## config.mk

```make
export PLATFORM = sky130hd
export DESIGN_NAME = step_run_ctrl
export DESIGN_NICKNAME = d
export VERILOG_FILES = /design/src/rtl/step_run_ctrl.sv
export SDC_FILE = /design/constraint.sdc
export NUM_CORES = 1
export LEC_CHECK = 0
export ABC_AREA = 1
export BUFFER_PORTS_ARGS = -buffer_cell sky130_fd_sc_hd__buf_2
export CORE_ASPECT_RATIO = 1.25
export CORE_MARGIN = 8
export CORE_UTILIZATION = 55
export CTS_BUF_LIST = sky130_fd_sc_hd__clkbuf_4 sky130_fd_sc_hd__clkbuf_8
export DETAILED_ROUTE_END_ITERATION = 8
export GPL_ROUTABILITY_DRIVEN = 0
export PLACE_DENSITY = 0.81
export RECOVER_POWER = 25
export SETUP_SLACK_MARGIN = 0.4
export SLEW_MARGIN = 20
export SYNTH_ARGS = -nofsm -noshare
export SYNTH_HDL_FRONTEND = slang
export SYNTH_SLANG_ARGS = --single-unit
export TNS_END_PERCENT = 50
```

## constraint.sdc

```tcl
create_clock -name clk -period 1.7 [get_ports clk]
set_input_delay 0.425 -clock clk [delete_from_list [all_inputs] [get_ports clk]]
set_output_delay 0.425 -clock clk [all_outputs]
set_load 0.01 [all_outputs]
```

## src/rtl/step_run_ctrl.sv

```systemverilog
// Run/step control receiver: synchronises run, debounces step, and produces a CPU clock-enable.
// Optional auto-repeat while the step button is held is compiled in with `define STEP_AUTOREPEAT_EN.
module step_run_ctrl #(
   parameter int DB_CYCLES     = 1000000,
   parameter int CNT_W         = 16,
   parameter int REPEAT_CYCLES = 50000000
) (
   input  logic             clk,
   input  logic             reset,
   input  logic             run,
   input  logic             step,
   output logic             cpu_en,
   output logic             step_pulse,
   output logic             step_stable,
   output logic [CNT_W-1:0] step_count
);

   localparam int             DBW     = (DB_CYCLES > 2) ? $clog2(DB_CYCLES) : 1;
   localparam logic [DBW-1:0] DB_LAST = DBW'(DB_CYCLES - 1);

   if (DB_CYCLES < 2 || REPEAT_CYCLES < 1) begin : g_param_check
      $error("step_run_ctrl: DB_CYCLES must be >= 2 and REPEAT_CYCLES >= 1");
   end

   logic             run_s1_q, run_s2_q;
   logic             step_s1_q, step_s2_q;
   logic [DBW-1:0]   db_cnt_q, db_cnt_d;
   logic             stable_q, stable_d;
   logic             stable_dly_q;
   logic             pulse_q, en_q;
   logic [CNT_W-1:0] cnt_q, cnt_d;
   logic             rise, press, fire;

   // Stage 1: two-flop synchronisers, debounce, and output registers
   always_ff @(posedge clk) begin
      if (reset) begin
         run_s1_q     <= 1'b0;
         run_s2_q     <= 1'b0;
         step_s1_q    <= 1'b0;
         step_s2_q    <= 1'b0;
         db_cnt_q     <= '0;
         stable_q     <= 1'b0;
         stable_dly_q <= 1'b0;
         pulse_q      <= 1'b0;
         en_q         <= 1'b0;
         cnt_q        <= '0;
      end else begin
         run_s1_q     <= run;
         run_s2_q     <= run_s1_q;
         step_s1_q    <= step;
         step_s2_q    <= step_s1_q;
         db_cnt_q     <= db_cnt_d;
         stable_q     <= stable_d;
         stable_dly_q <= stable_q;
         pulse_q      <= fire;
         en_q         <= run_s2_q | fire;
         cnt_q        <= cnt_d;
      end
   end

   // Any sample that agrees with the accepted level restarts the stability count.
   always_comb begin
      db_cnt_d = db_cnt_q;
      stable_d = stable_q;
      if (step_s2_q == stable_q) begin
         db_cnt_d = '0;
      end else if (db_cnt_q == DB_LAST) begin
         stable_d = step_s2_q;
         db_cnt_d = '0;
      end else begin
         db_cnt_d = db_cnt_q + {{(DBW-1){1'b0}}, 1'b1};
      end
   end

   assign rise  = stable_q & ~stable_dly_q;
   assign press = rise & ~run_s2_q;

`ifdef STEP_AUTOREPEAT_EN
   localparam int            HW       = $clog2(REPEAT_CYCLES + 1);
   localparam logic [HW-1:0] RPT_LAST = HW'(REPEAT_CYCLES - 1);

   logic [HW-1:0] hold_q, hold_d;
   logic          rpt;

   // Hold counter measures cycles since the last issued pulse while the button is held
   always_ff @(posedge clk) begin
      if (reset) begin
         hold_q <= '0;
      end else begin
         hold_q <= hold_d;
      end
   end

   always_comb begin
      rpt    = 1'b0;
      hold_d = hold_q + {{(HW-1){1'b0}}, 1'b1};
      if (!stable_q || run_s2_q) begin
         hold_d = '0;
      end else if (rise) begin
         hold_d = '0;
      end else if (hold_q == RPT_LAST) begin
         rpt    = 1'b1;
         hold_d = '0;
      end
   end

   assign fire = press | rpt;
`else
   assign fire = press;
`endif

   assign cnt_d = fire ? cnt_q + {{(CNT_W-1){1'b0}}, 1'b1} : cnt_q;

   assign cpu_en      = en_q;
   assign step_pulse  = pulse_q;
   assign step_stable = stable_q;
   assign step_count  = cnt_q;

endmodule

```

## Word level (Yosys, flattened, before mapping)

Index checks and enable logic that the tools add are counted.

| storage, ports and cells | value |
|---|---|
| register bits after elaboration | 44 |
| output and inout port bits | 19 |

| cells by class | value |
|---|---|
| $add $sub $neg | 2 |
| eq/ne operators | 2 |
| bitwise operators | 6 |
| reduce and logical (&&, ||, !) cells | 2 |

Operators with widths:

| operator | number |
|---|---|
| $add A20 B1 Y20 const B | 1 |
| $eq A20 B20 Y1 const B | 1 |
| $add A16 B1 Y16 const B | 1 |
| $not A1 Y1 | 3 |
| $reduce_or A3 Y1 | 1 |
| $and A1 B1 Y1 | 2 |
| $reduce_and A2 Y1 | 1 |
| $eq A1 B1 Y1 | 1 |
| $or A1 B1 Y1 | 1 |

## Longest topological paths before layout

Gate-level depths: netlist of run 1.

| depth | value |
|---|---|
| word-level depth | 4 |
| mapped depth | 9 |
| mapped depth without buffers | 8 |

## Least setup slack after synthesis of run 1

OpenSTA, ideal clock, no wires.

| timing path | value |
|---|---|
| path type | flip-flop to flip-flop |
| from | reg db_cnt_q[0] |
| to | reg db_cnt_q[12] |
| setup time | 0.115 ns |
| arrival time | 1.260 ns |
| setup slack | 0.326 ns |
| stages on the path, launching flop included | 10 |
| period minus slack after synthesis | 1.374 ns |
| cells stage by stage | dfxtp_1 > ha_1 > nand3_2 > clkinv_1 > nand2_2 > nor2_4 > nand2_2 > nand2_4 > buf_12 > nor2_2 |

| on the way | value |
|---|---|
| longest elaborated chain between the ends | 2 |
| elaborated cells between the ends (all ways) | 3 |
| those cells by class | 1 x add/sub; 1 x eq/ne; 1 x reduce/logical |

Ends and longest elaborated chain:

| item | RTL line | text |
|---|---|---|
| from (decl) | 27 | `logic [DBW-1:0] db_cnt_q, db_cnt_d;` |
| from (signal assigned) | 52 | `db_cnt_q <= db_cnt_d;` |
| branches (longest 2 deep; another with $add A20 B1 Y20) | - |  |

Parallel ways; which one is timed is not known.
A chain may end at the register's enable or synchronous reset.

## Worst setup path in the final report of run 1

| timing path | value |
|---|---|
| from | reg cnt_q[13] (netlist: step_count[13]) |
| to | out step_count[13] |

RTL lines:

| item | RTL line | text |
|---|---|---|
| from (decl) | 31 | `logic [CNT_W-1:0] cnt_q, cnt_d;` |
| from (signal assigned) | 57 | `cnt_q <= cnt_d;` |
| to (decl) | 15 | `output logic [CNT_W-1:0] step_count` |

No word-level cell between the ends.

==> results.yml, run 1 <==
floorplanning:
  die_area_um2: 6050
  placementRows: 25
  core_area_um2: 3720
  chipHeight_um: 85.0
  fp.dieW_um: 71.2
  ios: 23
  initial_util_pct: 56.3
pwr:
  power.switching_uw: 397
  pwr-share-clk_pct: 39.7
  internal_power_uw: 1390
  worst_ir_drop_vdd_mv: 0.484
  power.switching_fraction_pct: 22.1
  comb_power_share_pct: 2.5
  power_total_uw: 1790
  sequentialPowerShare_pct: 57.8
  powerDensity_nw_per_um2: 688
  p_leak_uw: 0.000928
global_route:
  grt_start_max_net_pins: 14
  groute.usage.overall_pct: 15.6
  grt_antenna_before_repair: 0
  grt_first_pass_wirelength_um: 7780
  first_global_vias: 1918
  grt_remaining_overflow: 0
flow_run:
  cap_violations: 0
routing:
  antenna_violating_nets_post_route: 0
  drt-initial-drc-count: 107
  num_vias: 1927
  drt_pre_antenna_iters: 4
  routed_wire_length_per_instance_um: 12.4
  drc: 0
  routed_via_density: 5.14
  postRouteWirelength_um: 4660
logic_synthesis:
  post_synth_net_total: 301
  synth_sequential_area_ratio_pct: 42.1
  synth_warnings: 0
  mean_syn_cell_area_um2: 7.10
  synth_flop_cell: "dfxtp_1"
  synth_edf_count: 0
  synth.distinct_cells: 28
  asyncSetResetFlopFracSynth_pct: 0
  syn-cell-area_um2: 2090
  synth_seq_cells: 44
  postSynthCellCount: 295
timing:
  fin_setup_tns_ns: 0
  setup-violations-final: 0
  period_share_pct: 78.9
  fin_ws_ns: 0.359
  worst_slew_pin_slew_ns: 0.466
  timing.slew.headroom_pct: 69.0
  slew_violations: 0
  maximum_clock_rate_ghz: 0.746
  clock-skew-final_ns: 0.0127
  setup_repair_after_global_routing_missed_its_margin: "yes"
  final.min_clock_period_ns: 1.34
  hold_viol: 0
critical_path:
  path_cells: "buf_2"
  critPathMaxFanout: 5
  critPathCaptureType: "primary output"
  worstPathBufferInverterCount: 1
  max_stage_delay_ns: 0.44
  critical_path_arrival_ns: 0.92
  path_delay_family: "flip-flops"
  worstSetupStartpointType: "register"
  worst_path_slowest_cell: "dfxtp_1"
  worst-endpoint-required_ns: 1.27
  crit_type: "register to primary output"
layout:
  post_route_cells_drive_above_1_share_pct: 28.1
  diodes: 0
  seqCellArea_um2: 902
  multi_input_comb_area_um2: 1240
  synthToLayoutAreaGrowth_pct: 24.3
  nNetsFinal: 340
  design_area_um2: 2600
  n_fill_cell: 307
placement:
  post-place-ws_ns: 0.263
  hpwl_um: 3160
  post_dp_cell_area_um2: 2260
  portBuffers: 22
clock_network:
  clkTransAtPathRegs_ns: 0.08
  cts-buffers-inserted: 5
  cts.root.buffer_cell: "clkbuf_8"
  numClockSinks: 44
  cts-htree-levels: 2
  clockBufferDepth: 2
  cts_tree: "built"
  post_cts_hold_buffer_count: 0
  clk-insertion-delay-late_ns: 0.31
min_path:
  hp-class: "primary input to register"
status:
  run_status: "finished, final reports clean"
==> final cells by class <==
type | instances | area share (%)
clock buffer | 7 | 3.46
clock inverter | 1 | 0.288
inverter | 34 | 4.90
multi-input combinational | 217 | 47.8
sequential | 44 | 34.6
tap | 40 | 1.92
timing repair buffer | 32 | 6.97
==> power groups by stage <==
stage / logic (µW) / clock network, µW / registers (µW)
2_1_floorplan: 24.8 / 0 / 1060
3_3_place_gp: 32.5 / 0 / 1060
3_5_place_dp: 33.7 / 0 / 1060
4_1_cts: 41.0 / 721 / 1040
5_1_grt: 49.5 / 757 / 1040
6_report: 45.3 / 711 / 1030
==> stage by stage <==
step / hold WS, ns / utilization [%] / std cells
final: 0.327 / 69.9 / 375
after floorplan: 0.388 / - / 295
after global placement: 0.392 / 60.7 / 355
after CTS: 0.324 / 65.7 / 368
after global routing: 0.321 / 69.9 / 375
after detailed placement: 0.404 / 60.7 / 355
==> synthesized netlist by cell type (2+ instances only) <==
library cell / n / area share (%)
nor3_1: 4 / 0.96
ha_1: 2 / 1.2
nand2_2: 3 / 0.90
o21ai_0: 6 / 1.4
nor2_1: 57 / 10
nor2_2: 12 / 3.6
clkbuf_1: 2 / 0.36
xnor2_1: 5 / 2.1
nand4_1: 8 / 2.4
nand2_1: 66 / 12
xor2_1: 6 / 2.5
a21oi_1: 16 / 3.8
inv_1: 33 / 5.9
nor2_4: 3 / 1.6
nand3_1: 16 / 3.8
dfxtp_1: 44 / 42
==> repair_timing <==
action                     in CTS  in global routing
gates cloned                    2                  1
resized for setup              11                 32
pin swaps                       4                  7
setup endpoints to repair      29                 42
buffers inserted                3                  6
==> cells by family after synthesis <==
logic type / share of synthesized area [%]
simple gates: 38.7
xor+xnor: 4.60
fa+ha+maj: 1.19
compound gates: 6.03
buf+inv: 7.41
flops: 42.1
==> cell usage in the layout (no fill, tap or decap), drive strengths merged <==
cell type,netlist,layout
a21oi,17,17
and2,1,1
and3,1,1
buf,1,29
clkbuf,2,10
clkinvlp,0,1
dfxtp,44,44
ha,2,2
inv,33,34
nand2,70,73
nand3,18,18
nand3b,1,1
nand4,8,8
nor2,72,72
nor3,4,4
o21ai,6,6
o21bai,1,1
or2,2,2
xnor2,5,5
xor2,6,6
==> layer usage <==
metal / global-route usage [%] / vias up / wire (µm)
met5: 0 / - / 0
met4: 8.16 / 0 / 96
li1: - / 1005 / -
met2: 28.4 / 30 / 2440
met1: 15.8 / 884 / 2010
met3: 3.89 / 8 / 114
==> worst paths after layout <==
kind / from / cells after the start / slack, ns / to
max: step_count[13] / 1 / 0.36 / step_count[13]
min: run / 3 / 0.33 / run_s1_q
max reg2reg: db_cnt_q[1] / 8 / 0.38 / db_cnt_q[8]
min reg2reg: step_s1_q / 2 / 0.42 / step_s2_q
==> registers in the layout (all words and copies together) (netlist names) <==
register      count
db_cnt_q         20
step_count       16
cpu_en            1
run_s1_q          1
run_s2_q          1
stable_dly_q      1
step_pulse        1
step_s1_q         1
step_s2_q         1
step_stable       1
No activity file was read; power rests on OpenSTA's default activity.
==> run 2: changes to the inputs <==
--- a/config.mk
+++ b/config.mk
@@ -5,7 +5,7 @@
 export SDC_FILE = /design/constraint.sdc
 export NUM_CORES = 1
 export LEC_CHECK = 0
-export ABC_AREA = 1
+export ABC_AREA = 0
 export BUFFER_PORTS_ARGS = -buffer_cell sky130_fd_sc_hd__buf_2
 export CORE_ASPECT_RATIO = 1.25
 export CORE_MARGIN = 8
==> constraint.sdc (replaced) <==
create_clock -name clk -period 1.38 [get_ports clk]
set_input_delay 0.345 -clock clk [delete_from_list [all_inputs] [get_ports clk]]
set_output_delay 0.345 -clock clk [all_outputs]
set_load 0.01 [all_outputs]
==> results.yml, run 2 <==
critical_path:
  critPathCaptureType: "register"
  cp-startpoint: "step_stable"
  worstSetupStartpointType: "register"
  startpoint_of_the_worst_register_to_register_path: "step_stable"
  critPathMaxFanout: 4
  rr_worst_depth: 4
  r2r_setup_slack_ns: -0.38
  critical_path.reg2reg.endpoint: "step_count[12]"
  endpoint: "step_count[12]"
  critical_path_arrival_ns: 2.01
  worst-endpoint-required_ns: 1.63
  crit_type: "register to register"
layout:
  largest_reg_flops: 20
  synthToLayoutAreaGrowth_pct: 58.9
  nNetsFinal: 303
  diodes: 0
  design_area_um2: 2990
  layout.cells.most_common_list: "47 x buf_4, 22 x nor2_1, 21 x buf_6, 19 x dfxtp_2, 19 x dfxtp_1"
  post_route_cells_drive_above_1_share_pct: 53.4
  number_of_standard_cells_in_the_final_layout_excluding_fillers: 335
  multi_input_comb_area_um2: 1210
  largest_register: "db_cnt_q"
  leading_cell_type_in_the_layout_fill_and_taps_excluded: "buf_4"
  n_fill_cell: 128
  seqCellArea_um2: 927
placement:
  hpwl_um: 3250
  post-place-ws_ns: -0.245
  post_dp_cell_area_um2: 2510
  dp_cells: 317
  portBuffers: 22
timing:
  slew_violations: 0
  setup_repair_after_global_routing_missed_its_margin: "yes"
  final.min_clock_period_ns: 1.76
  fin_ws_ns: -0.378
  clock-skew-final_ns: 0.0192
  hold_viol: 0
  timing.slew.headroom_pct: 72.3
  setup-violations-final: 37
  maximum_clock_rate_ghz: 0.569
  holdWs_ns: 0.249
  period_share_pct: 127
  worst_slew_pin_slew_ns: 0.412
routing:
  num_vias: 1982
  drt_pre_antenna_iters: 4
  routed_via_density: 5.92
  routed_wire_length_per_instance_um: 19.9
  postRouteWirelength_um: 6660
  drt-initial-drc-count: 169
  antenna_violating_nets_post_route: 0
  drc: 0
clock_network:
  cts-buffers-inserted: 5
  clk-insertion-delay-late_ns: 0.31
  clockBufferDepth: 2
  cts-htree-levels: 2
  numClockSinks: 44
  cts.root.buffer_cell: "clkbuf_8"
  clkTransAtPathRegs_ns: 0.09
  post_cts_hold_buffer_count: 0
  cts_tree: "built"
logic_synthesis:
  postSynthCellCount: 214
  synth_warnings: 0
  synth_edf_count: 0
  synth_sequential_area_ratio_pct: 46.8
  synth_largest_type_area_fraction_pct: 46.8
  synth_top_cells_by_count: "44 x dfxtp_1, 26 x nor2_1, 15 x a21oi_1, 15 x nand2_1, 14 x nand3_1"
  synth_flop_cell: "dfxtp_1"
  syn-cell-area_um2: 1880
  synth_seq_cells: 44
  synth_top_cells_by_area: "dfxtp_1 47%, xor2_1 6.0%, nor2_1 5.2%"
  mean_syn_cell_area_um2: 8.80
  synth.distinct_cells: 32
  asyncSetResetFlopFracSynth_pct: 0
  post_synth_net_total: 220
  post-synth-top-area-cell: "dfxtp_1"
  synth.most_common_cell: "dfxtp_1"
floorplanning:
  initial_util_pct: 57.9
  core_area_um2: 3250
  chipHeight_um: 81.4
  die_area_um2: 5560
  fp.dieW_um: 68.3
  placementRows: 23
  ios: 23
status:
  run_status: "finished with violations"
  failed_checks: "negative setup slack"
global_route:
  groute.usage.overall_pct: 21.5
  grt_remaining_overflow: 0
  first_global_vias: 2000
  grt_antenna_before_repair: 0
  grt_first_pass_wirelength_um: 9070
  grt_start_max_net_pins: 26
pwr:
  powerDensity_nw_per_um2: 736
  p_leak_uw: 0.00119
  worst_ir_drop_vdd_mv: 0.903
  power_total_uw: 2200
flow_run:
  cap_violations: 0
min_path:
  hp-class: "primary input to register"
==> run 2: cell families after synthesis <==
group	synth area share [%]
and+or+nand+nor	30.6
DFF	46.8
xor gates and xnor gates	10.2
AOI/OAI and AO/OA	8.57
buffers and inverters	2.46
adders and majority gates	1.33
==> run 2: repair_timing <==
action	CTS	global route
pin swaps	24	17
setup buffers	6	4
cloned	0	0
resized for setup	43	34
setup endpoints to repair	57	59
==> run 2: report_power, final <==
part	internal [µW]	total [µW]	leakage [µW]	switching, µW
clock network	427	886	0.0000479	458
logic	18.9	45.6	0.000768	26.7
registers	1260	1270	0.000370	5.97
total	1710	2200	0.00119	491
==> run 2: critical path, stage by stage (launching register included) <==
cell	delay, ns
dfxtp_4	0.37
or3b_4	0.38
or4_4	0.46
or3_1	0.36
a21oi_2	0.13
==> run 2: worst min-delay path by stage <==
stage,start,endpoint,slack (ns),cells past startpoint
floorplan,db_cnt_q[0],db_cnt_q[0],0.41,1
global placement,step_s1_q,step_s2_q,0.42,1
detailed placement,step_s1_q,step_s2_q,0.43,1
CTS,run,run_s1_q,0.25,2
global route,step,step_s1_q,0.24,2
finish,run,run_s1_q,0.25,2
==> run 2: area by class of cell <==
class / instances / share of cell area, %
sequential: 44 / 31.0
clock inverter: 1 / 0.251
timing repair buffer: 84 / 23.4
inverter: 4 / 0.502
clock buffer: 7 / 3.01
multi-input combinational: 158 / 40.3
tap: 37 / 1.55
==> run 2: layer usage <==
layer / vias up / GRT usage [%] / share of wire (%) / wire length (µm)
met5: - / 0 / 0 / 0
met4: 0 / 13.3 / 5.7 / 378
met3: 32 / 5.31 / 4.2 / 278
met2: 86 / 39.2 / 53 / 3510
met1: 936 / 20.8 / 38 / 2500
li1: 928 / - / - / -
==> run 2: per-stage QoR <==
step	TNS, ns	util (%)
4_1_cts	-2.75	86.8
6_report	-7.57	92.0
5_1_grt	-9.60	92.0
3_3_place_gp	-2.31	77.2
3_5_place_dp	-3.72	77.2
2_1_floorplan	-2.45	-
==> run 3: changes to the inputs <==
--- a/config.mk
+++ b/config.mk
@@ -5,7 +5,7 @@
 export SDC_FILE = /design/constraint.sdc
 export NUM_CORES = 1
 export LEC_CHECK = 0
-export ABC_AREA = 0
+export ABC_AREA = 1
 export BUFFER_PORTS_ARGS = -buffer_cell sky130_fd_sc_hd__buf_2
 export CORE_ASPECT_RATIO = 1.25
 export CORE_MARGIN = 8
@@ -13,7 +13,7 @@
 export CTS_BUF_LIST = sky130_fd_sc_hd__clkbuf_4 sky130_fd_sc_hd__clkbuf_8
 export DETAILED_ROUTE_END_ITERATION = 8
 export GPL_ROUTABILITY_DRIVEN = 0
-export PLACE_DENSITY = 0.81
+export PLACE_DENSITY_LB_ADDON = 0.12
 export RECOVER_POWER = 25
 export SETUP_SLACK_MARGIN = 0.4
 export SLEW_MARGIN = 20
==> results.yml, run 3 (synthesized netlist as in run 1, its figures left out) <==
critical_path:
  worst_path_slowest_cell: "dfxtp_2"
  critPathCaptureType: "register"
  most_used_cell_cp: "nand2_8"
  worst-endpoint-required_ns: 1.57
  path_delay_family: "simple AND/OR/NAND/NOR gates"
  path_cells: "ha_4 > nand3_4 > clkinv_4 > nand2_4 > nor2_4 > nand2_8 > nand2_8 > nor2_2"
  worstSetupStartpointType: "register"
  crit_type: "register to register"
  max_stage_delay_ns: 0.36
  critical_path_arrival_ns: 1.51
  worstPathBufferInverterCount: 1
  critPathMaxFanout: 5
global_route:
  first_global_vias: 1942
  groute.usage.overall_pct: 15.9
  grt_antenna_before_repair: 0
  grt_remaining_overflow: 0
  grt_first_pass_wirelength_um: 7890
  grt_start_max_net_pins: 14
pwr:
  worst_ir_drop_vdd_mv: 0.711
  sequentialPowerShare_pct: 56.2
  internal_power_uw: 1750
  power.switching_fraction_pct: 21.7
  comb_power_share_pct: 2.7
  power.switching_uw: 486
  pwr-share-clk_pct: 41.2
  power_total_uw: 2240
  powerDensity_nw_per_um2: 759
  p_leak_uw: 0.00102
floorplanning:
  die_area_um2: 6050
  chipHeight_um: 85.0
  core_area_um2: 3720
  placementRows: 25
  fp.dieW_um: 71.2
  ios: 23
  initial_util_pct: 56.3
timing:
  final.min_clock_period_ns: 1.32
  clock-skew-final_ns: 0.00359
  hold_viol: 0
  setup_repair_after_global_routing_missed_its_margin: "yes"
  maximum_clock_rate_ghz: 0.760
  holdWs_ns: 0.246
  period_share_pct: 95.3
  fin_ws_ns: 0.0648
  timing.slew.headroom_pct: 60.9
  worst_slew_pin_slew_ns: 0.587
  setup-violations-final: 0
  slew_violations: 0
clock_network:
  cts-htree-levels: 2
  cts-buffers-inserted: 5
  cts.root.buffer_cell: "clkbuf_8"
  clkTransAtPathRegs_ns: 0.08
  clk-insertion-delay-late_ns: 0.30
  numClockSinks: 44
  cts_tree: "built"
  post_cts_hold_buffer_count: 0
  clockBufferDepth: 2
routing:
  antenna_violating_nets_post_route: 0
  drt-initial-drc-count: 82
  routed_wire_length_per_instance_um: 13.8
  routed_via_density: 5.30
  drc: 0
  postRouteWirelength_um: 5360
  drt_pre_antenna_iters: 4
  num_vias: 2056
layout:
  nNetsFinal: 353
  n_fill_cell: 239
  largest_register: "db_cnt_q"
  layout.cells.most_common_list: "61 x nand2_1, 49 x nor2_1, 28 x inv_1, 19 x buf_6, 19 x buf_4"
  post_route_cells_drive_above_1_share_pct: 40.8
  final_core_utilization_pct: 79.3
  leading_cell_type_in_the_layout_fill_and_taps_excluded: "nand2_1"
  number_of_standard_cells_in_the_final_layout_excluding_fillers: 388
  diodes: 0
  largest_reg_flops: 20
  synthToLayoutAreaGrowth_pct: 40.9
min_path:
  hp-class: "primary input to register"
placement:
  hpwl_um: 3060
  dp_cells: 364
  portBuffers: 22
  post-place-ws_ns: 0.0298
status:
  run_status: "finished, final reports clean"
flow_run:
  cap_violations: 0
## run 3: cell count changes in the layout (fill, tap and decap cells not counted), moves of 5 or more
cell	change
nand2_2	+6
buf_2	-9
nor2b_1	-5
xor2_1	-7
or3_1	-6
nor2_4	+9
buf_4	-28
nor2_1	+27
inv_1	+24
nand2_1	+48
nor2_2	+11
## run 3: tightest hold or removal path, delay by kind of cell
kind,cells,cell delay (ns)
simple gates,1,0.03
buf+inv,2,0.13
## run 3: area by class of cell
class | instances | area (µm²) | share of cell area [%]
Inverter | 34 | 135 | 4.58
Timing Repair Buffer | 44 | 385 | 13.1
Tap cell | 40 | 50.0 | 1.70
Clock buffer | 8 | 104 | 3.52
Multi-Input combinational cell | 218 | 1340 | 45.3
Sequential cell | 44 | 938 | 31.8
## run 3: power by group through the flow
stage	Clock, µW	Combinational, µW	Sequential (µW)
final	921	59.7	1260
after global routing	970	65.4	1260
after CTS	927	57.9	1270
after detailed placement	0	43.9	1300
after global placement	0	43.6	1300
after floorplan	0	30.8	1300
## run 3: per-layer routing
layer	share of wire (%)	vias to the layer above	wire (µm)	global-route usage [%]
li1	-	1040	-	-
met5	0	-	0	0
met1	40	965	2130	15.5
met2	55	38	2930	30.5
met3	3.6	13	193	3.54
met4	2.2	0	119	7.02
## run 3: what timing repair did
action / in CTS / in global routing
gates cloned: 3 / 1
setup endpoints to repair: 53 / 54
resized for setup: 37 / 60
setup buffers: 8 / 4
pin swaps: 3 / 25
## run 3: worst paths after layout
| path | slack, ns | depth (start not counted) | end | startpoint |
|---|---|---|---|---|
| max | 0.06 | 8 | db_cnt_q[5] | db_cnt_q[0] |
| min | 0.25 | 3 | run_s1_q | run |
| max reg2reg | 0.06 | 8 | db_cnt_q[5] | db_cnt_q[0] |
| min reg2reg | 0.41 | 2 | run_s2_q | run_s1_q |
## run 3: per-stage QoR
| step | cell area [µm²] | TNS [ns] |
|---|---|---|
| 2_1_floorplan | 2150 | 0 |
| 5_1_grt | 2950 | -0.0784 |
| 4_1_cts | 2700 | 0 |
| 3_3_place_gp | 2360 | 0 |
| 6_report | 2950 | 0 |
| 3_5_place_dp | 2360 | 0 |
